### src/rtl/add_one_accum_pkg.sv
// ---------------------------------------------------------------------------
// add_one_accum_pkg
// Shared constants for the add_one result accumulator: default widths and
// sizes, counter widths, and the two-state FSM encoding.
// ---------------------------------------------------------------------------
package add_one_accum_pkg;

  localparam int DEF_DATA_W     = 32;  // incoming result word width
  localparam int DEF_ACC_W      = 40;  // block sum width (wraps)
  localparam int DEF_BLOCK_LEN  = 8;   // results per block, 2..255
  localparam int DEF_FIFO_DEPTH = 4;   // power of two, >= 2

  localparam int BEAT_W   = 8;         // holds BLOCK_LEN-1 up to 254
  localparam int BLOCKS_W = 16;        // emitted-sum counter width

  typedef logic [0:0] state_t;

  localparam state_t ST_ACC  = 1'b0;   // popping and summing words
  localparam state_t ST_EMIT = 1'b1;   // presenting a sum downstream

endpackage : add_one_accum_pkg

### src/rtl/add_one_accum_if.sv
// ---------------------------------------------------------------------------
// add_one_accum_if
// Bundles both busy/vld channels of the accumulator plus its block counter.
//   in_vld/in_data   : result words from add_one (producer -> accumulator)
//   in_busy          : accumulator cannot accept a word
//   out_vld/out_data : block sum (accumulator -> downstream)
//   out_busy         : downstream cannot accept a sum
//   blocks_done      : number of sums handed downstream, wraps at 2^16
// Modports: master = the environment (producer + consumer), slave = the
// accumulator.
// ---------------------------------------------------------------------------
interface add_one_accum_if #(
  parameter int DATA_W = 32,
  parameter int ACC_W  = 40
);

  logic              in_vld;
  logic [DATA_W-1:0] in_data;
  logic              in_busy;
  logic              out_busy;
  logic              out_vld;
  logic [ACC_W-1:0]  out_data;
  logic [15:0]       blocks_done;

  modport master (
    output in_vld, in_data, out_busy,
    input  in_busy, out_vld, out_data, blocks_done
  );

  modport slave (
    input  in_vld, in_data, out_busy,
    output in_busy, out_vld, out_data, blocks_done
  );

endinterface : add_one_accum_if

### src/rtl/add_one_accum_fifo.sv
// ---------------------------------------------------------------------------
// add_one_accum_fifo
// Synchronous FIFO without fall-through: a word written on one edge is
// visible on dout (and poppable) from the following edge on.
//   clk, rst : clock, synchronous active-low reset
//   push/din : write request and data (ignored when full)
//   pop      : read request (ignored when empty), dout shows the head
//   full     : count == FIFO_DEPTH
//   empty    : count == 0
// ---------------------------------------------------------------------------
module add_one_accum_fifo #(
  parameter int DATA_W     = 32,
  parameter int FIFO_DEPTH = 4
) (
  input  logic              clk,
  input  logic              rst,
  input  logic              push,
  input  logic [DATA_W-1:0] din,
  input  logic              pop,
  output logic [DATA_W-1:0] dout,
  output logic              full,
  output logic              empty
);

  localparam int AW = $clog2(FIFO_DEPTH);

  logic [DATA_W-1:0] mem_q [FIFO_DEPTH];
  logic [AW-1:0]     wr_ptr_q, rd_ptr_q;
  logic [AW:0]       count_q;
  logic              do_push, do_pop;

  assign full    = (count_q == (AW+1)'(FIFO_DEPTH));
  assign empty   = (count_q == '0);
  assign do_push = push & ~full;
  assign do_pop  = pop & ~empty;
  assign dout    = mem_q[rd_ptr_q];

  // NOTE: sequential state uses non-blocking assignments so every register
  // samples pre-edge values, independent of statement order.
  always_ff @(posedge clk) begin
    if (!rst) begin
      wr_ptr_q <= '0;
      rd_ptr_q <= '0;
      count_q  <= '0;
    end else begin
      // Pointers wrap naturally because the depth is a power of two.
      if (do_push) wr_ptr_q <= wr_ptr_q + 1'b1;
      if (do_pop)  rd_ptr_q <= rd_ptr_q + 1'b1;
      case ({do_push, do_pop})
        2'b10:   count_q <= count_q + 1'b1;
        2'b01:   count_q <= count_q - 1'b1;
        default: count_q <= count_q;
      endcase
    end
  end

  // NOTE: the storage array has no reset; an entry is never read before it
  // has been written, and leaving it unreset lets it map onto plain RAM.
  always_ff @(posedge clk) begin
    if (do_push) mem_q[wr_ptr_q] <= din;
  end

endmodule : add_one_accum_fifo

### src/rtl/add_one_accum.sv
// ---------------------------------------------------------------------------
// add_one_accum
// Sink for the add_one result stream. Buffers incoming words, sums blocks of
// BLOCK_LEN words modulo 2^ACC_W and offers each sum on a busy/vld channel.
//   clk  : clock, all state on the rising edge
//   rst  : synchronous active-low reset
//   bus  : add_one_accum_if.slave (in_vld/in_data/in_busy,
//          out_busy/out_vld/out_data, blocks_done)
// ---------------------------------------------------------------------------
module add_one_accum
  import add_one_accum_pkg::*;
#(
  parameter int DATA_W     = DEF_DATA_W,
  parameter int ACC_W      = DEF_ACC_W,
  parameter int BLOCK_LEN  = DEF_BLOCK_LEN,
  parameter int FIFO_DEPTH = DEF_FIFO_DEPTH
) (
  input  logic              clk,
  input  logic              rst,
  add_one_accum_if.slave    bus
);

  localparam logic [BEAT_W-1:0] LAST_BEAT = BEAT_W'(BLOCK_LEN - 1);

  state_t               state_q, state_d;
  logic [ACC_W-1:0]     acc_q, acc_d;
  logic [BEAT_W-1:0]    beat_q, beat_d;
  logic                 out_vld_q, out_vld_d;
  logic [ACC_W-1:0]     out_data_q, out_data_d;
  logic [BLOCKS_W-1:0]  blocks_done_q, blocks_done_d;

  logic                 in_busy;
  logic                 fifo_push, fifo_pop;
  logic                 fifo_full, fifo_empty;
  logic [DATA_W-1:0]    fifo_dout;
  logic [ACC_W-1:0]     acc_sum;

  // Busy during reset as well, so nothing upstream counts as transferred.
  assign in_busy   = fifo_full | ~rst;
  assign fifo_push = bus.in_vld & ~in_busy;

  add_one_accum_fifo #(
    .DATA_W     (DATA_W),
    .FIFO_DEPTH (FIFO_DEPTH)
  ) u_fifo (
    .clk   (clk),
    .rst   (rst),
    .push  (fifo_push),
    .din   (bus.in_data),
    .pop   (fifo_pop),
    .dout  (fifo_dout),
    .full  (fifo_full),
    .empty (fifo_empty)
  );

  // Zero-extended head added to the running sum; wraps modulo 2^ACC_W.
  assign acc_sum = acc_q + ACC_W'(fifo_dout);

  // NOTE: every signal assigned here gets a default first, so no path leaves
  // a value unassigned and no latch is inferred.
  always_comb begin
    state_d       = state_q;
    acc_d         = acc_q;
    beat_d        = beat_q;
    out_vld_d     = out_vld_q;
    out_data_d    = out_data_q;
    blocks_done_d = blocks_done_q;
    fifo_pop      = 1'b0;

    case (state_q)
      ST_ACC: begin
        if (!fifo_empty) begin
          fifo_pop = 1'b1;
          acc_d    = acc_sum;
          if (beat_q == LAST_BEAT) begin
            out_data_d = acc_sum;
            out_vld_d  = 1'b1;
            beat_d     = '0;
            state_d    = ST_EMIT;
          end else begin
            beat_d = beat_q + 1'b1;
          end
        end
      end
      default: begin
        // ST_EMIT: no pops; the FIFO keeps filling until the sum is taken.
        if (out_vld_q && !bus.out_busy) begin
          out_vld_d     = 1'b0;
          acc_d         = '0;
          blocks_done_d = blocks_done_q + 1'b1;
          state_d       = ST_ACC;
        end
      end
    endcase
  end

  always_ff @(posedge clk) begin
    if (!rst) begin
      state_q       <= ST_ACC;
      acc_q         <= '0;
      beat_q        <= '0;
      out_vld_q     <= 1'b0;
      out_data_q    <= '0;
      blocks_done_q <= '0;
    end else begin
      state_q       <= state_d;
      acc_q         <= acc_d;
      beat_q        <= beat_d;
      out_vld_q     <= out_vld_d;
      out_data_q    <= out_data_d;
      blocks_done_q <= blocks_done_d;
    end
  end

  assign bus.in_busy     = in_busy;
  assign bus.out_vld     = out_vld_q;
  assign bus.out_data    = out_data_q;
  assign bus.blocks_done = blocks_done_q;

endmodule : add_one_accum
### src/flat_wrapper.sv
// flat-port wrapper written by rule: the top's interface ports become plain ports
module add_one_accum_flat import add_one_accum_pkg::*;
#(
  parameter int DATA_W     = DEF_DATA_W,
  parameter int ACC_W      = DEF_ACC_W,
  parameter int BLOCK_LEN  = DEF_BLOCK_LEN,
  parameter int FIFO_DEPTH = DEF_FIFO_DEPTH
)
  (clk, rst, bus_in_vld, bus_in_data, bus_out_busy, bus_in_busy, bus_out_vld, bus_out_data, bus_blocks_done);
  add_one_accum_if #(.DATA_W(DATA_W), .ACC_W(ACC_W)) bus_i ();
  input  logic clk;
  input  logic rst;
  input wire logic [$bits(bus_i.in_vld)-1:0] bus_in_vld;
  input wire logic [$bits(bus_i.in_data)-1:0] bus_in_data;
  input wire logic [$bits(bus_i.out_busy)-1:0] bus_out_busy;
  output wire logic [$bits(bus_i.in_busy)-1:0] bus_in_busy;
  output wire logic [$bits(bus_i.out_vld)-1:0] bus_out_vld;
  output wire logic [$bits(bus_i.out_data)-1:0] bus_out_data;
  output wire logic [$bits(bus_i.blocks_done)-1:0] bus_blocks_done;
  assign bus_i.in_vld = bus_in_vld;
  assign bus_i.in_data = bus_in_data;
  assign bus_i.out_busy = bus_out_busy;
  assign bus_in_busy = bus_i.in_busy;
  assign bus_out_vld = bus_i.out_vld;
  assign bus_out_data = bus_i.out_data;
  assign bus_blocks_done = bus_i.blocks_done;
  add_one_accum #(.DATA_W(DATA_W), .ACC_W(ACC_W), .BLOCK_LEN(BLOCK_LEN), .FIFO_DEPTH(FIFO_DEPTH)) u_core (.clk(clk), .rst(rst), .bus(bus_i));
endmodule
### config.mk
export PLATFORM = sky130hd
export DESIGN_NAME = add_one_accum_flat
export DESIGN_NICKNAME = d
export VERILOG_FILES = /design/src/rtl/add_one_accum_pkg.sv /design/src/rtl/add_one_accum_if.sv /design/src/rtl/add_one_accum_fifo.sv /design/src/rtl/add_one_accum.sv /design/src/flat_wrapper.sv
export SDC_FILE = /design/constraint.sdc
export NUM_CORES = 1
export LEC_CHECK = 0
export ABC_AREA = 1
export CORE_ASPECT_RATIO = 1.75
export CORE_MARGIN = 2
export CORE_UTILIZATION = 55
export DETAILED_ROUTE_END_ITERATION = 12
export PLACE_DENSITY = 0.83
export SYNTH_ARGS = -nofsm -noshare
export SYNTH_HDL_FRONTEND = slang
export SYNTH_SLANG_ARGS = --single-unit
### constraint.sdc
create_clock -name clk -period 3.6 [get_ports clk]
set_input_delay 0.54 -clock clk [delete_from_list [all_inputs] [get_ports clk]]
set_output_delay 0.54 -clock clk [all_outputs]
set_load 0.1 [all_outputs]
==> results.toml, run 1 <==
[critical_path]
timing.critical_path.required_ns = 3.98
worst-path-max-fanout = 22
timing.critical_path.from_type = "flip-flop"
type_of_destination_of_the_critical_path = "flip-flop"
crit_type = "flip-flop to flip-flop"
worst_ep_arrival_time_ns = 3.39
reg2regPathDepth = 14
ff2ff_setup_slack_ns = 0.59
regToRegEndpoint = "u_core.acc_q[20]"

[finish]
layout.cells.most_common = "sky130_fd_sc_hd__nand2_1"
design.final.nets = 1569
area_overhead_vs_synth_pct = 17.30
proportion_of_layout_cells_with_a_drive_suffix_above_1 = 0.05902
fillers = 1747
layout.cell_area.non_filler_um2 = 13720
antenna_cells = 0
layout.cells.non_filler = 1760
layout.cells.most_common_list = "sky130_fd_sc_hd__nand2_1 (376), sky130_fd_sc_hd__nor2_1 (150), sky130_fd_sc_hd__inv_1 (147)"

[place]
post-place-cells = 1720
hpwl_dp_um = 21370
placedInstanceArea_um2 = 12890
place_ws_ns = 0.6403
port-buffer-count = 93
place_congestion = 1.004

[grt]
grt_max_degree = 61
grt.total_usage = 0.2681
grt_pass1_wl_um = 47070
number_of_antenna_violations_at_the_first_check_in_global_routing = 0
first_global_vias = 9680
overflow = 0

[timing]
layout_min_cycle_time_ns = 3.012
clk_skew_ns = 0.01661
max_freq_ghz = 0.3320
worstMarginPinSlew_ns = 0.9992
final_cycle_utilization_of_the_critical_path = 0.8367
timing_hold_violations_final = 0
report.final.slew_viol_count = 0
setup_total_negative_slack_ns = 0
slew_headroom = 0.3317
timing.final.setup_violations = 0
timing.final.ws_setup_ns = 0.5879
grt_setup_unrepaired = "no"

[synthesis]
ys_ff_latch = 243
synth-seq-area-share = 0.5255
synth-edff-count = 128
number_of_instances_in_the_synthesized_netlist = 1404
syn_avg_cell_area_um2 = 8.331
async_flop_share = 0
synth_cell_type_count = 46
synth_flop_cell = "sky130_fd_sc_hd__edfxtp_1"
postSynthNetCount = 1481
synth.cell_area_um2 = 11700
ys_warn_count = 0

[clocking]
post_cts_resized = 0
later_pin_clock_latency_in_the_skew_report_ns = 0.53
ctsLongestPathBuffers = 3
cts-buffers-inserted = 22
h-tree-depth = 1
cts_tree = "yes"
cts.repair_timing.setup_buffer_count = 0
hold_buffers = 0
cts_root_buffer = "sky130_fd_sc_hd__clkbuf_16"
clock_sink_count = 243
cts.clk_slew.worst_paths_ns = 0.07

[route]
dr.first_iter.drc_count = 670
via_count = 9790
route.detailed.vias_per_inst = 5.563
first_pass_iters = 5
drt_drc_violations_left = 0
final_antenna_net_count = 0
detail_route.wirelength_um = 29760
detail_routed_net_length_per_standard_cell_um = 16.91

[floorplan]
fp.dieH_um = 196.9
floorplan.rows = 70
num_io_pins = 94
initial_core_util = 0.5611
floorplan.die_area_um2 = 22490
chipWidth_um = 114.2
fp.coreArea_um2 = 20850

[min_path]
holdCritPathClass = "flip-flop to flip-flop"
hold_path_depth = 2
min_to = "u_core.bus.out_data[0]"
min_from = "u_core.bus.out_data[0]"

[status]
status = "finished clean"

[power_and_ir_drop]
pwr_density_cell_nw_per_um2 = 806.5
leakage_power_of_the_design_nw = 5.670
finalPower_mw = 11.06
power.ir.vdd_worst_uv = 597.5

[run]
drv.max_cap_violation_count = 0
## synth_stat cells (5+ instances only)
cell type,instances,area share
sky130_fd_sc_hd__nand2_1,376,0.12
sky130_fd_sc_hd__nor2_1,155,0.050
sky130_fd_sc_hd__inv_1,147,0.047
sky130_fd_sc_hd__edfxtp_1,128,0.33
sky130_fd_sc_hd__dfxtp_1,115,0.20
sky130_fd_sc_hd__a21oi_1,89,0.038
sky130_fd_sc_hd__nand3_1,84,0.036
sky130_fd_sc_hd__o21ai_0,83,0.036
sky130_fd_sc_hd__ha_1,39,0.042
sky130_fd_sc_hd__o22ai_1,31,0.017
sky130_fd_sc_hd__clkbuf_1,30,0.0096
sky130_fd_sc_hd__nor3_1,13,0.0056
sky130_fd_sc_hd__xor2_1,13,0.0097
sky130_fd_sc_hd__a22o_1,12,0.0090
sky130_fd_sc_hd__inv_2,8,0.0026
sky130_fd_sc_hd__nor2_2,7,0.0037
sky130_fd_sc_hd__or2_1,7,0.0037
sky130_fd_sc_hd__nand3b_1,6,0.0039
sky130_fd_sc_hd__xnor2_1,6,0.0045
sky130_fd_sc_hd__buf_1,5,0.0016
sky130_fd_sc_hd__buf_2,5,0.0021
## sequential cells by signal (all words and copies together), names as in the netlist, named ones only
name,cells
u_core.acc_q,40
u_core.u_fifo.rd_ptr_q,2
u_core.u_fifo.wr_ptr_q,2
u_core.state_q,1
u_core.bus.blocks_done,16
u_core.beat_q,8
u_core.u_fifo.mem_q,128
u_core.bus.out_vld,1
u_core.bus.out_data,40
u_core.u_fifo.count_q,3
## worst max-delay path: stages (launching register included)
cell	delay (ns)
sky130_fd_sc_hd__dfxtp_1	0.31
sky130_fd_sc_hd__inv_1	0.31
sky130_fd_sc_hd__buf_12	0.21
sky130_fd_sc_hd__o21ai_0	0.11
sky130_fd_sc_hd__o22ai_1	0.20
sky130_fd_sc_hd__ha_1	0.32
sky130_fd_sc_hd__nand2_1	0.18
sky130_fd_sc_hd__inv_2	0.04
sky130_fd_sc_hd__a21oi_1	0.25
sky130_fd_sc_hd__nand2_1	0.11
sky130_fd_sc_hd__nand2_1	0.08
sky130_fd_sc_hd__nand3_1	0.27
sky130_fd_sc_hd__or2_1	0.33
sky130_fd_sc_hd__nand3_1	0.07
sky130_fd_sc_hd__a21oi_1	0.07
## worst max-delay path by stage
stage                            end  slack [ns]  depth (start not counted)
global route        u_core.acc_q[24]        0.31                         18
finish              u_core.acc_q[20]        0.59                         14
detailed placement  u_core.acc_q[20]        0.64                         14
floorplan           u_core.acc_q[38]        0.98                         19
global placement    u_core.acc_q[20]        0.72                         14
CTS                 u_core.acc_q[20]        0.63                         14
## power by group
| part | internal [mW] | switching [mW] |
|---|---|---|
| Clock | 1.60 | 1.03 |
| Combinational | 1.57 | 3.55 |
| Sequential | 3.17 | 0.153 |
| Total | 6.33 | 4.73 |
## metrics by stage
stage,hold slack (ns),util
global route,0.4648,0.6582
finish,0.4483,0.6582
CTS,0.4479,0.6582
global placement,0.4323,0.6185
detailed placement,0.4313,0.6185
floorplan,0.4444,-
## area by class of cell
cell class,instances,area (um2),share of cell area
multi-input cells,960,4778,0.3483
well taps,252,315.3,0.02298
clock inverters,12,201.4,0.01468
repair buffers,107,1059,0.07715
clock buffers,28,624.3,0.04551
flip-flops and latches,243,6147,0.4481
inverters,158,594.3,0.04332
## cells by family after synthesis
family | Yosys count | share of synthesized area
compound gates | 228 | 0.1070
xor+xnor | 19 | 0.01423
fa+ha+maj | 41 | 0.04514
buf+inv | 201 | 0.06707
flops | 243 | 0.5255
simple gates | 672 | 0.2411
## metal layers
metal	vias up	part of all wire	GRT usage
li1	4822	-	-
met1	4549	0.36	0.2835
met2	307	0.53	0.4934
met3	112	0.041	0.02675
met4	0	0.070	0.1793
met5	-	0	0
No activity file was read; power rests on OpenSTA's default activity.
==> run 2, diff against run 1 <==
--- a/config.mk
+++ b/config.mk
@@ -8,9 +8,9 @@
 export ABC_AREA = 1
 export CORE_ASPECT_RATIO = 1.75
 export CORE_MARGIN = 2
-export CORE_UTILIZATION = 55
+export CORE_UTILIZATION = 53
 export DETAILED_ROUTE_END_ITERATION = 12
-export PLACE_DENSITY = 0.83
+export PLACE_DENSITY = 0.84
 export SYNTH_ARGS = -nofsm -noshare
 export SYNTH_HDL_FRONTEND = slang
 export SYNTH_SLANG_ARGS = --single-unit
==> constraint.sdc (replaced) <==
create_clock -name clk -period 2.5 [get_ports clk]
set_input_delay 0.375 -clock clk [delete_from_list [all_inputs] [get_ports clk]]
set_output_delay 0.375 -clock clk [all_outputs]
set_load 0.1 [all_outputs]
==> run 2 against run 1 <==
The run now ends with negative setup slack left; clock skew increased by 0.0083 ns; routed wire length increased by 40%; setup slack got worse by 1.0 ns; register-to-register slack got worse by 1.0 ns; critical path depth increased by 2; first-iteration DRC count increased by 110%; final cell count increased by 9.4%; final area increased by 18%; global-route usage increased by 1.1 points; via count increased by 21%; combinational power increased to 2.8 times the previous value; hold slack improved by 0.0052 ns.
==> results.toml, run 2 (same netlist as run 1, synthesis figures left out) <==
[status]
status = "finished, violations left"
violations = "negative setup slack"

[critical_path]
worst_ep_arrival_time_ns = 3.38
slowest_stage = "sky130_fd_sc_hd__dfxtp_4"
timing.critical_path.required_ns = 2.96
ff2ff_setup_slack_ns = -0.42
crit_type = "flip-flop to flip-flop"
timing.critical_path.from_type = "flip-flop"
path_buf_inv = 5
cp_cell_sequence = "inv_8 > buf_12 > nor2_2 > o22ai_4 > ha_4 > nand2_1 > nand2_1 > inv_1 > nand2_1 > inv_1 > nand2_4 > buf_4 > a21oi_4 > xor2_2 > or2_1 > a21oi_1"
path_delay_family = "simple AND/OR/NAND/NOR gates"
type_of_destination_of_the_critical_path = "flip-flop"
timing.critical_path.slowest_cell_delay_ns = 0.48
critical_path.most_common_cell = "sky130_fd_sc_hd__nand2_1"
worst-path-max-fanout = 14

[route]
wl_met2_um = 19950
m1WireLength_um = 13260
first_pass_iters = 9
route.detailed.vias_per_inst = 6.158
drt_drc_violations_left = 0
final_antenna_net_count = 0
met3_wire_len_um = 4105
via_count = 11860
detail_routed_net_length_per_standard_cell_um = 21.61
routed.top_layer = "met4"
dr.first_iter.drc_count = 1382
detail_route.wirelength_um = 41630

[timing]
timing.final.setup_violations = 71
slew_headroom = 0.5711
worstMarginPinSlew_ns = 0.6434
report.final.slew_viol_count = 0
setup_total_negative_slack_ns = -16.99
layout_min_cycle_time_ns = 2.919
max_freq_ghz = 0.3426
timing_hold_violations_final = 0
clk_skew_ns = 0.02495
grt_setup_unrepaired = "yes"
timing.hold.ws_ns = 0.4535
final_cycle_utilization_of_the_critical_path = 1.168
timing.final.ws_setup_ns = -0.4191

[finish]
utilization = 0.7519
proportion_of_layout_cells_with_a_drive_suffix_above_1 = 0.3531
layout.cells.most_common = "sky130_fd_sc_hd__nand2_1"
fillers = 1272
layout.cells.most_common_list = "sky130_fd_sc_hd__nand2_1 (281), sky130_fd_sc_hd__buf_4 (169), sky130_fd_sc_hd__inv_1 (136)"
layout.cells.non_filler = 1926
area_overhead_vs_synth_pct = 38.77
design.final.nets = 1695
layout.cell_area.non_filler_um2 = 16230
largest_register_ff_count = 128
antenna_cells = 0
regMostFlops = "u_core.u_fifo.mem_q"

[run]
drv.max_cap_violation_count = 0

[clocking]
later_pin_clock_latency_in_the_skew_report_ns = 0.54
cts_tree = "yes"
hold_buffers = 0
cts.clk_slew.worst_paths_ns = 0.07
cts_root_buffer = "sky130_fd_sc_hd__clkbuf_16"
ctsLongestPathBuffers = 3
cts-buffers-inserted = 23
clock_sink_count = 243
h-tree-depth = 1

[grt]
grt_max_degree = 41
first_global_vias = 10850
grt_pass1_wl_um = 51930
number_of_antenna_violations_at_the_first_check_in_global_routing = 0
grt.total_usage = 0.2794
overflow = 0

[power_and_ir_drop]
comb_power_share = 0.633
power.ir.vdd_worst_uv = 958.3
switching_power_mw = 10.39
leakage_power_of_the_design_nw = 6.746
pwr_density_cell_nw_per_um2 = 1387
power.share.switching = 0.4618
power.internal_mw = 12.11
share_of_total_power_in_the_clock_network = 0.148
finalPower_mw = 22.51
p_seq_frac = 0.218

[floorplan]
num_io_pins = 94
floorplan.die_area_um2 = 23320
fp.dieH_um = 200.5
floorplan.rows = 71
initial_core_util = 0.5418
fp.coreArea_um2 = 21590
chipWidth_um = 116.3

[place]
place_ws_ns = -0.3490
port-buffer-count = 93
post-place-cells = 1849
placedInstanceArea_um2 = 13580
place_congestion = 0.9715
hpwl_dp_um = 21320

[min_path]
holdCritPathClass = "flip-flop to flip-flop"
run 2: worst paths after layout:
check	end	cells after the start	startpoint
worst max-delay path	u_core.acc_q[11]	16	flip-flop
worst min-delay path	u_core.bus.out_data[34]	2	u_core.bus.out_data[34]
worst max register to register	u_core.acc_q[11]	16	flip-flop
worst min register to register	u_core.bus.out_data[34]	2	u_core.bus.out_data[34]
run 2: timing repair:
item                                    CTS  global route
setup buffers                            17            14
gates cloned                              3             2
endpoints found under the setup margin   62            69
gates resized for setup                 190           252
pin swaps                                64           100
run 2: final cells by class:
class / instances / area [um2] / area share
timing repair buffer: 232 / 2105 / 0.1297
multi-input combinational: 960 / 6314 / 0.3890
inverter: 158 / 601.8 / 0.03708
sequential: 243 / 6151 / 0.3790
clock inverter: 10 / 68.82 / 0.004240
tap: 292 / 365.4 / 0.02251
clock buffer: 31 / 625.6 / 0.03854
run 2: layer usage:
metal  global-route usage  up-vias
li1                     -     5062
met1               0.2973     5433
met2               0.5083      957
met3              0.04378      409
met4               0.1577        0
met5                    0        -
run 2: worst register-to-register path: cells and delay by family (launching register included):
family / cells / cell delay (ns)
AND/OR/NAND/NOR: 6 / 0.88
adder cells (fa/ha/maj): 1 / 0.25
AO/OA/AOI/OAI: 3 / 0.44
flip-flops: 1 / 0.48
buffers and inverters: 5 / 0.68
XOR/XNOR: 1 / 0.11
run 2: power groups by stage:
stage,logic (mW),registers (mW),clock network (mW)
global placement,8.45,4.85,0
CTS,10.3,4.82,3.32
global route,14.8,4.92,3.50
detailed placement,8.64,4.87,0
finish,14.3,4.92,3.34
floorplan,5.15,4.79,0
==> run 3, diff against run 2 <==
--- a/config.mk
+++ b/config.mk
@@ -10,7 +10,7 @@
 export CORE_MARGIN = 2
 export CORE_UTILIZATION = 53
 export DETAILED_ROUTE_END_ITERATION = 12
-export PLACE_DENSITY = 0.84
+export PLACE_DENSITY_LB_ADDON = 0.1
 export SYNTH_ARGS = -nofsm -noshare
 export SYNTH_HDL_FRONTEND = slang
 export SYNTH_SLANG_ARGS = --single-unit
==> run 3 against run 2 <==
The flow still finishes with violations (negative setup slack); clock skew decreased by 0.0058 ns; hold slack got worse by 0.0032 ns; sequential power about the same; clock power increased by 11%; die area unchanged; final cell count increased by 3.2%; critical path depth decreased by 1; clock-buffer cell count decreased by 6; fmax increased by 4.0%; non-clock buffer count increased by 63; critical path type unchanged; largest cell class unchanged.
==> results.toml, run 3 (same netlist as run 1, synthesis figures left out) <==
[power_and_ir_drop]
p_seq_frac = 0.192
power.ir.vdd_worst_uv = 960.6
share_of_total_power_in_the_clock_network = 0.145
comb_power_share = 0.663
power.share.switching = 0.4349
pwr_density_cell_nw_per_um2 = 1411
power.internal_mw = 14.46
switching_power_mw = 11.13
leakage_power_of_the_design_nw = 7.626

[clocking]
cts-buffers-inserted = 22
cts.clk_slew.worst_paths_ns = 0.07
clock_sink_count = 243
ctsLongestPathBuffers = 3
cts_root_buffer = "sky130_fd_sc_hd__clkbuf_16"
cts_tree = "yes"
hold_buffers = 0
h-tree-depth = 1
later_pin_clock_latency_in_the_skew_report_ns = 0.54

[grt]
use_met2 = 0.5627
grt_max_degree = 41
grtUsageMet1 = 0.3132
first_global_vias = 10790
grt.total_usage = 0.3039
overflow = 0
number_of_antenna_violations_at_the_first_check_in_global_routing = 0
grt_busiest_layer = "met2"
met3_track_demand_over_resource_in_global_routing = 0.03744
grt_pass1_wl_um = 54830

[route]
detail_route.wirelength_um = 41110
detail_routed_net_length_per_standard_cell_um = 20.68
final_antenna_net_count = 0
via_count = 11340
route.detailed.vias_per_inst = 5.703
first_pass_iters = 5
dr.first_iter.drc_count = 771
drt_drc_violations_left = 0

[floorplan]
fp.dieH_um = 200.5
floorplan.rows = 71
floorplan.die_area_um2 = 23320
chipWidth_um = 116.3
fp.coreArea_um2 = 21590
num_io_pins = 94
initial_core_util = 0.5418

[status]
violations = "negative setup slack"
status = "finished, violations left"

[critical_path]
crit_type = "flip-flop to flip-flop"
worst_ep_arrival_time_ns = 3.26
cp_cell_sequence = "inv_6 > buf_12 > buf_12 > o21ai_1 > o22ai_2 > ha_4 > nand2_2 > inv_1 > nand2_1 > nor2_1 > nand4_1 > nand3_4 > or2_1 > nand3_1 > a21oi_1"
slowest_stage = "sky130_fd_sc_hd__dfxtp_4"
path_delay_family = "simple AND/OR/NAND/NOR gates"
timing.critical_path.slowest_cell_delay_ns = 0.42
type_of_destination_of_the_critical_path = "flip-flop"
worst-path-max-fanout = 9
path_buf_inv = 4
critical_path.most_common_cell = "sky130_fd_sc_hd__buf_12"
timing.critical_path.required_ns = 2.95
timing.critical_path.from_type = "flip-flop"

[timing]
layout_min_cycle_time_ns = 2.807
final_cycle_utilization_of_the_critical_path = 1.123
max_freq_ghz = 0.3562
worstMarginPinSlew_ns = 0.4681
timing.final.ws_setup_ns = -0.3073
grt_setup_unrepaired = "yes"
timing_hold_violations_final = 0
timing.hold.ws_ns = 0.4503
report.final.slew_viol_count = 0
slew_headroom = 0.6864
clk_skew_ns = 0.01913
timing.final.setup_violations = 64

[finish]
utilization = 0.8401
multi_input_area_um2 = 7193
proportion_of_layout_cells_with_a_drive_suffix_above_1 = 0.4505
area.sequential_um2 = 6153
fillers = 1203
design.final.nets = 1757
area_overhead_vs_synth_pct = 55.05
antenna_cells = 0
largest_register_ff_count = 128
layout.cells.most_common = "sky130_fd_sc_hd__nand2_1"
layout.cells.most_common_list = "sky130_fd_sc_hd__nand2_1 (230), sky130_fd_sc_hd__buf_4 (190), sky130_fd_sc_hd__inv_1 (131)"
layout.cells.non_filler = 1988
regMostFlops = "u_core.u_fifo.mem_q"

[min_path]
holdCritPathClass = "flip-flop to flip-flop"

[place]
place_congestion = 0.9317
port-buffer-count = 93
post-place-cells = 1879
hpwl_dp_um = 23190
place_ws_ns = -0.3847

[run]
drv.max_cap_violation_count = 0
-- run 3: final timing paths --
kind / cells past startpoint / slack (ns) / startpoint / end
min: 2 / 0.45 / u_core.bus.out_data[36] / u_core.bus.out_data[36]
max: 15 / -0.31 / flip-flop / u_core.acc_q[20]
max reg2reg: 15 / -0.31 / flip-flop / u_core.acc_q[20]
min reg2reg: 2 / 0.45 / u_core.bus.out_data[36] / u_core.bus.out_data[36]
-- run 3: final cells by class --
cell class | instances | area share
clock inverters | 15 | 0.01180
multi-input cells | 960 | 0.3966
repair buffers | 295 | 0.1677
clock buffers | 25 | 0.03098
flip-flops and latches | 243 | 0.3393
well taps | 292 | 0.02015
inverters | 158 | 0.03346
-- run 3: routing by layer --
layer,vias to the layer above,share of wire
met2,463,0.54
met1,5464,0.34
met4,0,0.082
li1,5210,-
met3,201,0.047
met5,-,0
-- run 3: what timing repair did --
item / CTS / global route
buffers inserted: 37 / 26
cloned: 8 / 9
gates resized for setup: 339 / 320
pin swaps: 122 / 137
setup endpoints to repair: 68 / 70
endpoints found under the hold margin: 0 / 0
-- run 3: power groups by stage --
stage          registers [mW]  logic [mW]  clock network, mW
6_report                 4.92        17.0               3.70
5_1_grt                  4.93        17.8               3.87
4_1_cts                  4.86        13.3               3.70
3_5_place_dp             4.85        9.63                  0
3_3_place_gp             4.84        9.56                  0
2_1_floorplan            4.79        5.15                  0
-- run 3: per-stage QoR --
| stage | TNS, ns | instance area [um2] | power (mW) |
|---|---|---|---|
| after floorplan | -5.580 | 11700 | 9.945 |
| after global placement | -15.69 | 13840 | 14.41 |
| after detailed placement | -16.78 | 13840 | 14.49 |
| after CTS | -1.774 | 16500 | 21.88 |
| after global routing | -14.43 | 18130 | 26.59 |
| final | -8.851 | 18130 | 25.59 |
-- run 3: worst register-to-register path, cell delays in order, from the launching register on --
cell	delay, ns
sky130_fd_sc_hd__dfxtp_4	0.42
sky130_fd_sc_hd__inv_6	0.06
sky130_fd_sc_hd__buf_12	0.16
sky130_fd_sc_hd__buf_12	0.14
sky130_fd_sc_hd__o21ai_1	0.21
sky130_fd_sc_hd__o22ai_2	0.16
sky130_fd_sc_hd__ha_4	0.33
sky130_fd_sc_hd__nand2_2	0.10
sky130_fd_sc_hd__inv_1	0.09
sky130_fd_sc_hd__nand2_1	0.08
sky130_fd_sc_hd__nor2_1	0.15
sky130_fd_sc_hd__nand4_1	0.17
sky130_fd_sc_hd__nand3_4	0.16
sky130_fd_sc_hd__or2_1	0.17
sky130_fd_sc_hd__nand3_1	0.10
sky130_fd_sc_hd__a21oi_1	0.22
